<file path="config.mk">
export PLATFORM = sky130hd
export DESIGN_NAME = sipo_loader
export DESIGN_NICKNAME = d
export VERILOG_FILES = /design/src/rtl/sipo_loader.sv
export SDC_FILE = /design/constraint.sdc
export NUM_CORES = 1
export LEC_CHECK = 0
export BUFFER_PORTS_ARGS = -buffer_cell sky130_fd_sc_hd__buf_2
export CAP_MARGIN = 25
export CORE_MARGIN = 5
export CORE_UTILIZATION = 30
export DETAILED_ROUTE_END_ITERATION = 7
export GPL_TIMING_DRIVEN = 0
export PLACE_DENSITY = 0.48
export SLEW_MARGIN = 20
export SYNTH_ARGS = -nofsm -noshare
export SYNTH_HDL_FRONTEND = slang
export SYNTH_SLANG_ARGS = --single-unit
</file>
<file path="constraint.sdc">
create_clock -name ck -period 2.9 [get_ports ck]
set_input_delay 0.29 -clock ck [delete_from_list [all_inputs] [get_ports ck]]
set_output_delay 0.29 -clock ck [all_outputs]
set_load 0.02 [all_outputs]
</file>
<file path="src/rtl/sipo_loader.sv">
// Serial-to-parallel loader: assembles an n-bit MSB-first word plus an even-parity bit,
// then presents it on d with a one-cycle load strobe (or a perr strobe on a bad frame).
module sipo_loader #(
  parameter int unsigned n = 4
) (
  input  logic         ck,
  input  logic         rst_n,
  input  logic         sin,
  input  logic         sin_valid,
  output logic [n-1:0] d,
  output logic         load,
  output logic         perr,
  output logic         busy
);

  localparam int unsigned CW = $clog2(n) + 1;

  typedef enum logic [1:0] {
    IDLE = 2'd0,
    DATA = 2'd1,
    PAR  = 2'd2
  } state_t;

  state_t          state;
  state_t          state_nxt;
  logic [n-1:0]    sh;
  logic [n-1:0]    sh_nxt;
  logic [n-1:0]    d_nxt;
  logic [CW-1:0]   cnt;
  logic [CW-1:0]   cnt_nxt;
  logic [CW-1:0]   cnt_inc;
  logic            load_nxt;
  logic            perr_nxt;

  // State and registered outputs
  always_ff @(posedge ck or negedge rst_n) begin
    if (!rst_n) begin
      state <= IDLE;
      sh    <= '0;
      cnt   <= '0;
      d     <= '0;
      load  <= 1'b0;
      perr  <= 1'b0;
      busy  <= 1'b0;
    end else begin
      state <= state_nxt;
      sh    <= sh_nxt;
      cnt   <= cnt_nxt;
      d     <= d_nxt;
      load  <= load_nxt;
      perr  <= perr_nxt;
      busy  <= (state_nxt != IDLE);
    end
  end

  // Next-state and next-output logic; everything holds while sin_valid is low
  always_comb begin
    state_nxt = state;
    sh_nxt    = sh;
    cnt_nxt   = cnt;
    d_nxt     = d;
    load_nxt  = 1'b0;
    perr_nxt  = 1'b0;
    cnt_inc   = cnt + CW'(1);

    if (sin_valid) begin
      case (state)
        IDLE: begin
          sh_nxt    = n'({sh, sin});
          cnt_nxt   = CW'(1);
          state_nxt = (n == 1) ? PAR : DATA;
        end
        DATA: begin
          sh_nxt  = n'({sh, sin});
          cnt_nxt = cnt_inc;
          if (cnt_inc == CW'(n)) begin
            state_nxt = PAR;
          end
        end
        PAR: begin
          // Even parity across data and parity bit
          if (^{sh, sin} == 1'b0) begin
            d_nxt    = sh;
            load_nxt = 1'b1;
          end else begin
            perr_nxt = 1'b1;
          end
          cnt_nxt   = '0;
          state_nxt = IDLE;
        end
        default: begin
          cnt_nxt   = '0;
          state_nxt = IDLE;
        end
      endcase
    end
  end

endmodule

</file>
==> results.md, run 1 <==
- Most common cell after layout, fill and taps aside: dfrtp_1
- Final ANT Viol Nets: 0
- Commonest cells after routing, fill and taps aside: dfrtp_1, o21ai_0, buf_2
- Area Growth Syn to Fin: 16.3%
- H-Tree Depth: 1
- CP Launch Type: register
- Measured slew at the worst slew-check pin: 0.386 ns
- Clock root buffer: clkbuf_4
- Clk Latency, worst-skew pair: 0.29 ns
- Via count: 546
- First-pass GRT wire length: 2520 microns
- Dpl hpwl: 1020 microns
- Peak Freq: 0.647 GHz
- CTS tree: built
- Worst Setup End Kind: register
- Die Y: 61.3 microns
- Critical Path, Cell by Cell: ha_1 -> xor2_1 -> and3_1 -> o22ai_1 -> or2_2
- RSZ-0062 raised after global routing: false
- Top_reg_cell synth: dfrtp_1
- # rows: 18
- Final cell count without fillers: approximately 120
- Slowest CP cell: dfrtp_1
- VDD IR-drop max: approximately 0.37 mV
- Final setup margin: 1.36 ns
- Post-synth ARST share: 1.00
- DR WL/cell: 12.6 microns
- Final Hold Viols: 0
- Antenna violations before repair: 0
- Clock sinks: 16
- Maximum clock path buffer count: 2
- Clock power frac: 0.196
- Hold WC Path Type: in2reg
- Diode count: 0
- IO buf count: 9
- Critical path class: reg2reg
- Total power: 0.770 mW
- Worst clock skew: 0.00656 ns
- Die Wd: 61.3 microns
- Post-Syn Area: 790 sq um
- Die area: 0.00376 sq mm
- Via density: approximately 4.7
- Total GRT Usage: 0.0948
- Worst slew margin: 0.741
- Min Tclk post-route: 1.54 ns
- Routability Congestion: ~0.73
- P_int: between 0.4 and 0.5 mW
- PwrDens: 838 mW/mm^2
- Req. time, crit path: approximately 3.1 ns
- Initial DRC count: 7
- Fin util: 0.367
- WHS: 0.225 ns
- Setup TNS: 0 ns
- Net Sw Power: ~0.27 mW
- Pre-Repair DR Iteration Count: 3
- WL final: 1460 microns
- Vias in the first global route: 551
- Largest net degree at the start of global routing: 17
- Pre-CTS WS: 1.38 ns
- Logic pwr share: 0.376
- TritonCTS Buffers: 3
- Share of layout cells above drive strength 1: 0.244
- Max Fanout on Critical Path: 4
- P_leak: 0.419 nW
- Starting Density: 0.316
- Register area share after synthesis: 0.507
- Number of enable flip-flop cells after synthesis: 0
- Crit path DAT: between 1.5 and 2 ns
- Nets: 93
- Status: finished clean
- Mean Syn Cell Area: 11.0 sq um
- Grt total ovfl: 0
- Max Cap Viol: 0
- Fin crit share: 0.533
- Worst-path clk slew: 0.10 ns
- Syn_nets: 78
- Drc violations: 0
- Setup Buffers After CTS: 0
- Synth warn: 0
- Register bit total from synthesis: 16
- Number of top-level pins: 11
- Final setup viols: 0
- Post-layout instance area: 918 sq um
- Dpl cells: roughly 110
- Synth Instances: 72
- Post-synth cell types: 23
- Worst stage delay on the critical path: 0.43 ns
- Sw frac: 0.353
- Seq pwr share: 0.428
- Cell Area, Placed: just under 900 sq um
- Core Area: approximately 0.0025 sq mm
- Max-slew violation count: 0
critical path, delay by kind of cell, from the launching register on:
| kind | cells | cell delay [ns] |
|---|---|---|
| xor+xnor | 1 | 0.19 |
| fa+ha+maj | 1 | 0.25 |
| compound gates | 1 | 0.09 |
| simple gates | 2 | 0.49 |
| flops | 1 | 0.43 |
registers in the layout, summed over array words and instances (netlist names):
register and cells:
cnt 3, sh 4, busy 1, state 2
d 4, perr 1, load 1
cells by family (layout without fill, tap and decap cells):
group / after synthesis / in the layout / share of synthesized area
flip-flops: 16 / 16 / 0.507
multiplexers: 3 / 3 / 0.0428
adder cells (fa/ha/maj): 2 / 2 / 0.0317
buffers and inverters: 7 / 21 / 0.0475
AO/OA/AOI/OAI: 20 / 20 / 0.133
XOR/XNOR: 10 / 10 / 0.139
AND/OR/NAND/NOR: 14 / 14 / 0.0983
power groups by stage:
stage	sequential, mW	clock, mW	combinational, mW
detailed placement	0.332	0	0.291
finish	0.329	0.151	0.290
CTS	0.329	0.157	0.293
floorplan	0.330	0	0.233
global route	0.339	0.171	0.327
global placement	0.330	0	0.287
synth_stat cells (all sizes together), types with 3 or more instances:
| library cell | number | area, sq um |
|---|---|---|
| a21oi | 6 | 30.0 |
| dfrtp | 16 | 400 |
| inv | 5 | 18.8 |
| mux2 | 3 | 33.8 |
| nand2 | 3 | 11.3 |
| o21ai | 12 | 60.1 |
| xnor2 | 7 | 68.8 |
area by class of cell:
cell class,instances,area (sq um)
plain buffers,2,18.8
clock buffers,4,36.3
fillers,255,1580
inverters,5,18.8
multi-input cells,49,352
flip-flops and latches,16,400
well taps,30,37.5
repair buffers,10,55.1
repair_timing:
action	4_1_cts	5_1_grt
hold buffers	1	0
resized for setup	0	0
endpoints found under the hold margin	16	0
metal layers:
metal	track usage	routed length (microns)	vias up
li1	-	-	272
met1	0.125	735	260
met2	0.137	609	12
met3	0.0461	94	2
met4	0.0279	22	0
met5	0	0	-
worst paths after layout:
path                       slack, ns  depth (start not counted)                  to                from
max                             1.36                          5      busy$_DFF_PN0_  cnt[0]$_DFFE_PN0P_
min                             0.23                          2  cnt[1]$_DFFE_PN0P_           sin_valid
max reg2reg                     1.36                          5      busy$_DFF_PN0_  cnt[0]$_DFFE_PN0P_
min reg2reg                     0.55                          2    d[3]$_DFFE_PN0P_    d[3]$_DFFE_PN0P_
max in group asynchronous       2.19                          2   sh[1]$_DFFE_PN0P_               rst_n
min in group asynchronous       0.43                          2  cnt[1]$_DFFE_PN0P_               rst_n
Power figures use the tool's default switching activity.
==> run 2, diff against run 1 <==
--- a/config.mk
+++ b/config.mk
@@ -5,13 +5,14 @@
 export SDC_FILE = /design/constraint.sdc
 export NUM_CORES = 1
 export LEC_CHECK = 0
+export ABC_AREA = 1
 export BUFFER_PORTS_ARGS = -buffer_cell sky130_fd_sc_hd__buf_2
 export CAP_MARGIN = 25
 export CORE_MARGIN = 5
 export CORE_UTILIZATION = 30
 export DETAILED_ROUTE_END_ITERATION = 7
 export GPL_TIMING_DRIVEN = 0
-export PLACE_DENSITY = 0.48
+export PLACE_DENSITY = 0.49
 export SLEW_MARGIN = 20
 export SYNTH_ARGS = -nofsm -noshare
 export SYNTH_HDL_FRONTEND = slang
==> constraint.sdc (replaced) <==
create_clock -name ck -period 1.5 [get_ports ck]
set_input_delay 0.15 -clock ck [delete_from_list [all_inputs] [get_ports ck]]
set_output_delay 0.15 -clock ck [all_outputs]
set_load 0.02 [all_outputs]
==> results.md, run 2 <==
- RSZ-0062 raised after global routing: false
- IO buf count: 10
- Req. time, crit path: 1.69 ns
- Area Growth Syn to Fin: 18.2%
- Net Sw Power: 0.440 mW
- Pre-Repair DR Iteration Count: 4
- Largest cells by area after synthesis: dfrtp_1, nand2_1, nand4_1
- Worst-path clk slew: 0.09 ns
- FF-to-FF End: d[2]$_DFFE_PN0P_
- Clock power frac: 0.234
- Setup Buffers After CTS: 0
- Final Hold Viols: 0
- Post-synth ARST share: 1.00
- Vias in the first global route: about 550
- Max Cap Viol: 0
- Initial DRC count: 4
- Dpl hpwl: about 1000 microns
- Worst Hold End: sh[0]$_DFFE_PN0P_
- Synth warn: 0
- Diode count: 0
- Post-Synth XOR/XNOR Area: 0.0243
- # rows: 17
- Maximum clock path buffer count: 2
- Number of enable flip-flop cells after synthesis: 0
- Grt total ovfl: 0
- Hold_buf cts: 1
- Fin crit share: 0.838
- R2r setup slk: between 0.2 and 0.25 ns
- Seq pwr share: 0.486
- Routability Congestion: approximately 0.72
- Clk Latency, worst-skew pair: 0.29 ns
- Critical path class: reg2reg
- Top_reg_cell synth: dfrtp_1
- Max-slew violation count: 0
- Adder-cell share of the synthesized area: 0.0347
- Dpl cells: roughly 110
- Sw frac: 0.354
- Main combinational cell family by area after synthesis: simple AND/OR/NAND/NOR gates
- Top cells by count, synth: nand2_1, dfrtp_1, inv_1
- First-pass GRT wire length: 2530 microns
- CP startpoint: sh[1]$_DFFE_PN0P_
- Commonest cells after routing, fill and taps aside: nand2_1, dfrtp_1, buf_2
- Post-synth cell types: 17
- Drc violations: 0
- WL final: ~1300 microns
- Synth Instances: 74
- Reg2reg path depth: 9
- WHS: about 0.12 ns
- DR WL/cell: 11.3 microns
- Total GRT Usage: 0.0969
- Worst Hold Depth: 2
- Worst reg2reg startpoint: sh[1]$_DFFE_PN0P_
- Die area: 0.00349 sq mm
- H-Tree Depth: 1
- CP Launch Type: register
- Final setup viols: 0
- Via density: 4.73
- Status: finished clean
- Hold WC Path Type: in2reg
- Top Registers: d x4, sh x4, cnt x3
- Register area share after synthesis: 0.555
- Die Y: 59.1 microns
- Clock root buffer: clkbuf_4
- Clock sinks: 16
- Setup TNS: 0 ns
- Worst clock skew: 0.00134 ns
- Most common cell after layout, fill and taps aside: nand2_1
- Min Tclk post-route: 1.26 ns
- Logic pwr share: 0.281
- Starting Density: 0.320
- Final cell count without fillers: 117
- P_int: 0.801 mW
- Via count: between 500 and 600
- Register bit total from synthesis: 16
- Final ANT Viol Nets: 0
- Nets: 96
- Synth Area in Compound Gates: 0.0537
- Core Area: around 0.0023 sq mm
- Simple-Gate Fraction of Synth Area: 0.269
- HP Start: sin
- Share of layout cells above drive strength 1: 0.225
- Total power: between 1 and 1.5 mW
- Max Fanout on Critical Path: 6
- Syn_nets: 80
- Measured slew at the worst slew-check pin: 0.353 ns
- Most numerous cell in the Yosys netlist: nand2_1
- Worst Setup End Kind: register
- Crit path DAT: ~1.5 ns
- Largest area contributor in the netlist: dfrtp_1
- VDD IR-drop max: 0.544 mV
- Worst slew margin: 0.765
- Number of top-level pins: 11
- Antenna violations before repair: 0
- Mean Syn Cell Area: 9.76 sq um
- TritonCTS Buffers: 3
- Peak Freq: around 0.8 GHz
- Yosys top cell area share: 0.555
- Post-Syn Area: about 720 sq um
- Mux contribution to synthesized area: 0.0156
- Cell Area, Placed: 807 sq um
- CTS tree: built
- P_leak: 0.469 nW
- PwrDens: 1450 mW/mm^2
- CTS resizes: 0
- Die Wd: 59.1 microns
- Largest net degree at the start of global routing: 17
- Post-layout instance area: ~850 sq um
==> run 2: how the worst max path moves through the flow <==
stage                             to  slack [ns]  cells past startpoint
floorplan             busy$_DFF_PN0_        0.37                      5
global placement      busy$_DFF_PN0_        0.29                      5
detailed placement  d[2]$_DFFE_PN0P_        0.27                      9
CTS                 d[2]$_DFFE_PN0P_        0.23                      9
global route        d[2]$_DFFE_PN0P_        0.07                      9
finish              d[2]$_DFFE_PN0P_        0.24                      9
==> run 2: metal layers <==
metal | up-vias | GRT usage | share of wire
met1 | 262 | 0.122 | 0.47
met3 | 5 | 0.0283 | 0.057
met5 | - | 0 | 0
met2 | 11 | 0.145 | 0.44
met4 | 0 | 0.0583 | 0.033
li1 | 275 | - | -
==> run 2: cell type report <==
| type | count | area [sq um] |
|---|---|---|
| fillers | 257 | 1400 |
| flip-flops and latches | 16 | 400 |
| multi-input cells | 49 | 287 |
| repair buffers | 11 | 60.1 |
| clock buffers | 4 | 36.3 |
| well taps | 28 | 35.0 |
| inverters | 8 | 30.0 |
| plain buffers | 1 | 5.00 |
==> run 2: kinds of logic after synthesis <==
family                     after synthesis
AOI/OAI and AO/OA                        6
xor gates and xnor gates                 2
adders and majority gates                2
buffers and inverters                    9
DFF                                     16
muxes                                    1
and+or+nand+nor                         38
==> run 2: power groups by stage <==
stage | clock, mW | sequential, mW | combinational [mW]
floorplan | 0 | 0.635 | 0.228
global placement | 0 | 0.607 | 0.344
detailed placement | 0 | 0.611 | 0.351
CTS | 0.300 | 0.603 | 0.355
global route | 0.325 | 0.617 | 0.406
finish | 0.290 | 0.603 | 0.348
==> run 2: worst max-delay path: stages (launching register included) <==
cell     delay [ns]
dfrtp_1        0.42
inv_1          0.07
nand2_1        0.09
nand2_1        0.05
nand2_1        0.08
nand2_1        0.10
nand2_4        0.09
nand3_2        0.11
nand2_1        0.08
nand2_1        0.05
==> run 2: per-stage QoR <==
step	util	worst slack, ns
2_1_floorplan	-	0.369
3_3_place_gp	0.358	0.294
3_5_place_dp	0.358	0.275
4_1_cts	0.378	0.231
5_1_grt	0.378	0.0734
6_report	0.378	0.243
==> run 3, diff against run 2 <==
--- a/config.mk
+++ b/config.mk
@@ -12,7 +12,7 @@
 export CORE_UTILIZATION = 30
 export DETAILED_ROUTE_END_ITERATION = 7
 export GPL_TIMING_DRIVEN = 0
-export PLACE_DENSITY = 0.49
+export PLACE_DENSITY = 0.5
 export SLEW_MARGIN = 20
 export SYNTH_ARGS = -nofsm -noshare
 export SYNTH_HDL_FRONTEND = slang
==> constraint.sdc (replaced) <==
create_clock -name ck -period 1.05 [get_ports ck]
set_input_delay 0.105 -clock ck [delete_from_list [all_inputs] [get_ports ck]]
set_output_delay 0.105 -clock ck [all_outputs]
set_load 0.02 [all_outputs]
==> results.md, run 3 (synthesis gave the netlist of run 2 again) <==
- Min Tclk post-route: 1.20 ns
- WL final: 1380 microns
- Dpl hpwl: 970 microns
- Area Growth Syn to Fin: 38.1%
- Drc violations: 0
- CTS tree: built
- Grt total ovfl: 0
- RSZ-0062 raised after global routing: true
- Worst-path clk slew: 0.09 ns
- Req. time, crit path: 1.24 ns
- Initial DRC count: 8
- Commonest cells after routing, fill and taps aside: nand2_1, dfrtp_1, buf_2
- Die Wd: 59.1 microns
- Peak Freq: 0.831 GHz
- Die Y: approximately 60 microns
- PwrDens: about 2000 mW/mm^2
- First-pass GRT wire length: about 2400 microns
- Worst clock skew: about 0.0034 ns
- Clk Latency, worst-skew pair: a little under 0.3 ns
- Status: finished with violations
- Worst stage delay on the critical path: 0.44 ns
- Max Cap Viol: 0
- Fillers: 233
- Fin crit share: 1.15
- Core Area: 0.00225 sq mm
- Vias in the first global route: 568
- # rows: 17
- Final setup margin: -0.154 ns
- Pre-CTS WS: -0.125 ns
- TritonCTS Buffers: 3
- Nets: 105
- Critical Path, Cell by Cell: xor2_2 -> buf_4 -> nand3_4 -> nand3_4 -> nand2_2 -> nand2_1
- Hold WC Path Type: in2reg
- Final setup viols: 10
- Final ANT Viol Nets: 0
- IO buf count: 10
- Most common cell after layout, fill and taps aside: nand2_1
- Starting Density: 0.320
- Total GRT Usage: 0.0915
- Crit path DAT: 1.39 ns
- Cell Area, Placed: 836 sq um
- Largest net degree at the start of global routing: 17
- Critical path class: reg2reg
- Measured slew at the worst slew-check pin: 0.361 ns
- Number of top-level pins: 11
- Slowest CP cell: dfrtp_2
- DR WL/cell: 11.0 microns
- CP Launch Type: register
- Clock sinks: 16
- Maximum clock path buffer count: 2
- H-Tree Depth: 1
- Post-layout instance area: 997 sq um
- VDD IR-drop max: between 0.9 and 1 mV
- Worst path bufs/invs: 1
- Via density: about 4.3
- P_leak: 0.526 nW
- Violated checks: negative setup slack
- Routability Congestion: 0.708
- Final Hold Viols: 0
- Delay-heaviest family, CP: flip-flops
- Pre-Repair DR Iteration Count: 2
- WHS: around 0.099 ns
- Max Fanout on Critical Path: 6
- Antenna violations before repair: 0
- Diode count: 0
- Clock root buffer: clkbuf_4
- Worst slew margin: 0.759
- Die area: 0.00349 sq mm
- Share of layout cells above drive strength 1: 0.459
- Worst Setup End Kind: register
- Via count: approximately 550
- Top Registers: d x4, sh x4, cnt x3
- CP most frequent cell: nand3_4
- Max-slew violation count: 0
## run 3: layout make-up
cell class / count / area (sq um) / area share
Sequential cell: 16 / 403 / 0.404
Buffer: 1 / 7.51 / 0.00753
Clock buffer: 4 / 36.3 / 0.0364
Tap cell: 28 / 35.0 / 0.0351
Timing Repair Buffer: 20 / 131 / 0.132
Multi-Input combinational cell: 49 / 354 / 0.355
Inverter: 8 / 30.0 / 0.0301
## run 3: what timing repair did
item | 4_1_cts | 5_1_grt
gates resized for setup | 2 | 13
pin swaps | 2 | 8
cloned | 0 | 0
hold buffers | 1 | 0
hold endpoints to repair | 16 | 0
setup buffers | 3 | 6
endpoints found under the setup margin | 14 | 16
## run 3: where the power goes
group	internal [mW]	total [mW]	switching (mW)	leakage (nW)
logic	0.337	0.745	0.408	0.301
registers	0.752	0.880	0.127	0.204
clock network	0.211	0.410	0.199	0.0210
## run 3: routing by layer
metal	share of wire	global-route usage
met1	0.47	0.116
met2	0.45	0.145
met3	0.058	0.0261
met4	0.016	0.0388
met5	0	0
## run 3: worst paths after layout
check                                  startpoint           endpoint  slack (ns)  depth (start not counted)
worst max-delay path            sh[0]$_DFFE_PN0P_   d[3]$_DFFE_PN0P_       -0.15                          6
worst min-delay path                          sin  sh[0]$_DFFE_PN0P_         0.1                          2
worst max register to register  sh[0]$_DFFE_PN0P_   d[3]$_DFFE_PN0P_       -0.15                          6
worst min register to register   d[1]$_DFFE_PN0P_   d[1]$_DFFE_PN0P_        0.47                          2
max in group asynchronous                   rst_n  sh[0]$_DFFE_PN0P_        0.51                          2
min in group asynchronous                   rst_n   d[2]$_DFFE_PN0P_        0.25                          2
## run 3: per-stage QoR
step | power [mW] | instances | setup TNS (ns) | util
after floorplan | 1.29 | 74 | -0.115 | -
after detailed placement | 1.43 | 112 | -0.825 | 0.371
after global routing | 2.20 | 126 | -1.99 | 0.442
after global placement | 1.42 | 112 | -0.790 | 0.371
after CTS | 1.92 | 120 | -0.820 | 0.404
final | 2.03 | 126 | -0.910 | 0.442
## run 3: worst register-to-register path, cell delays in order (launching register included)
cell	delay (ns)
dfrtp_2	0.44
xor2_2	0.18
buf_4	0.14
nand3_4	0.10
nand3_4	0.11
nand2_2	0.08
nand2_1	0.04
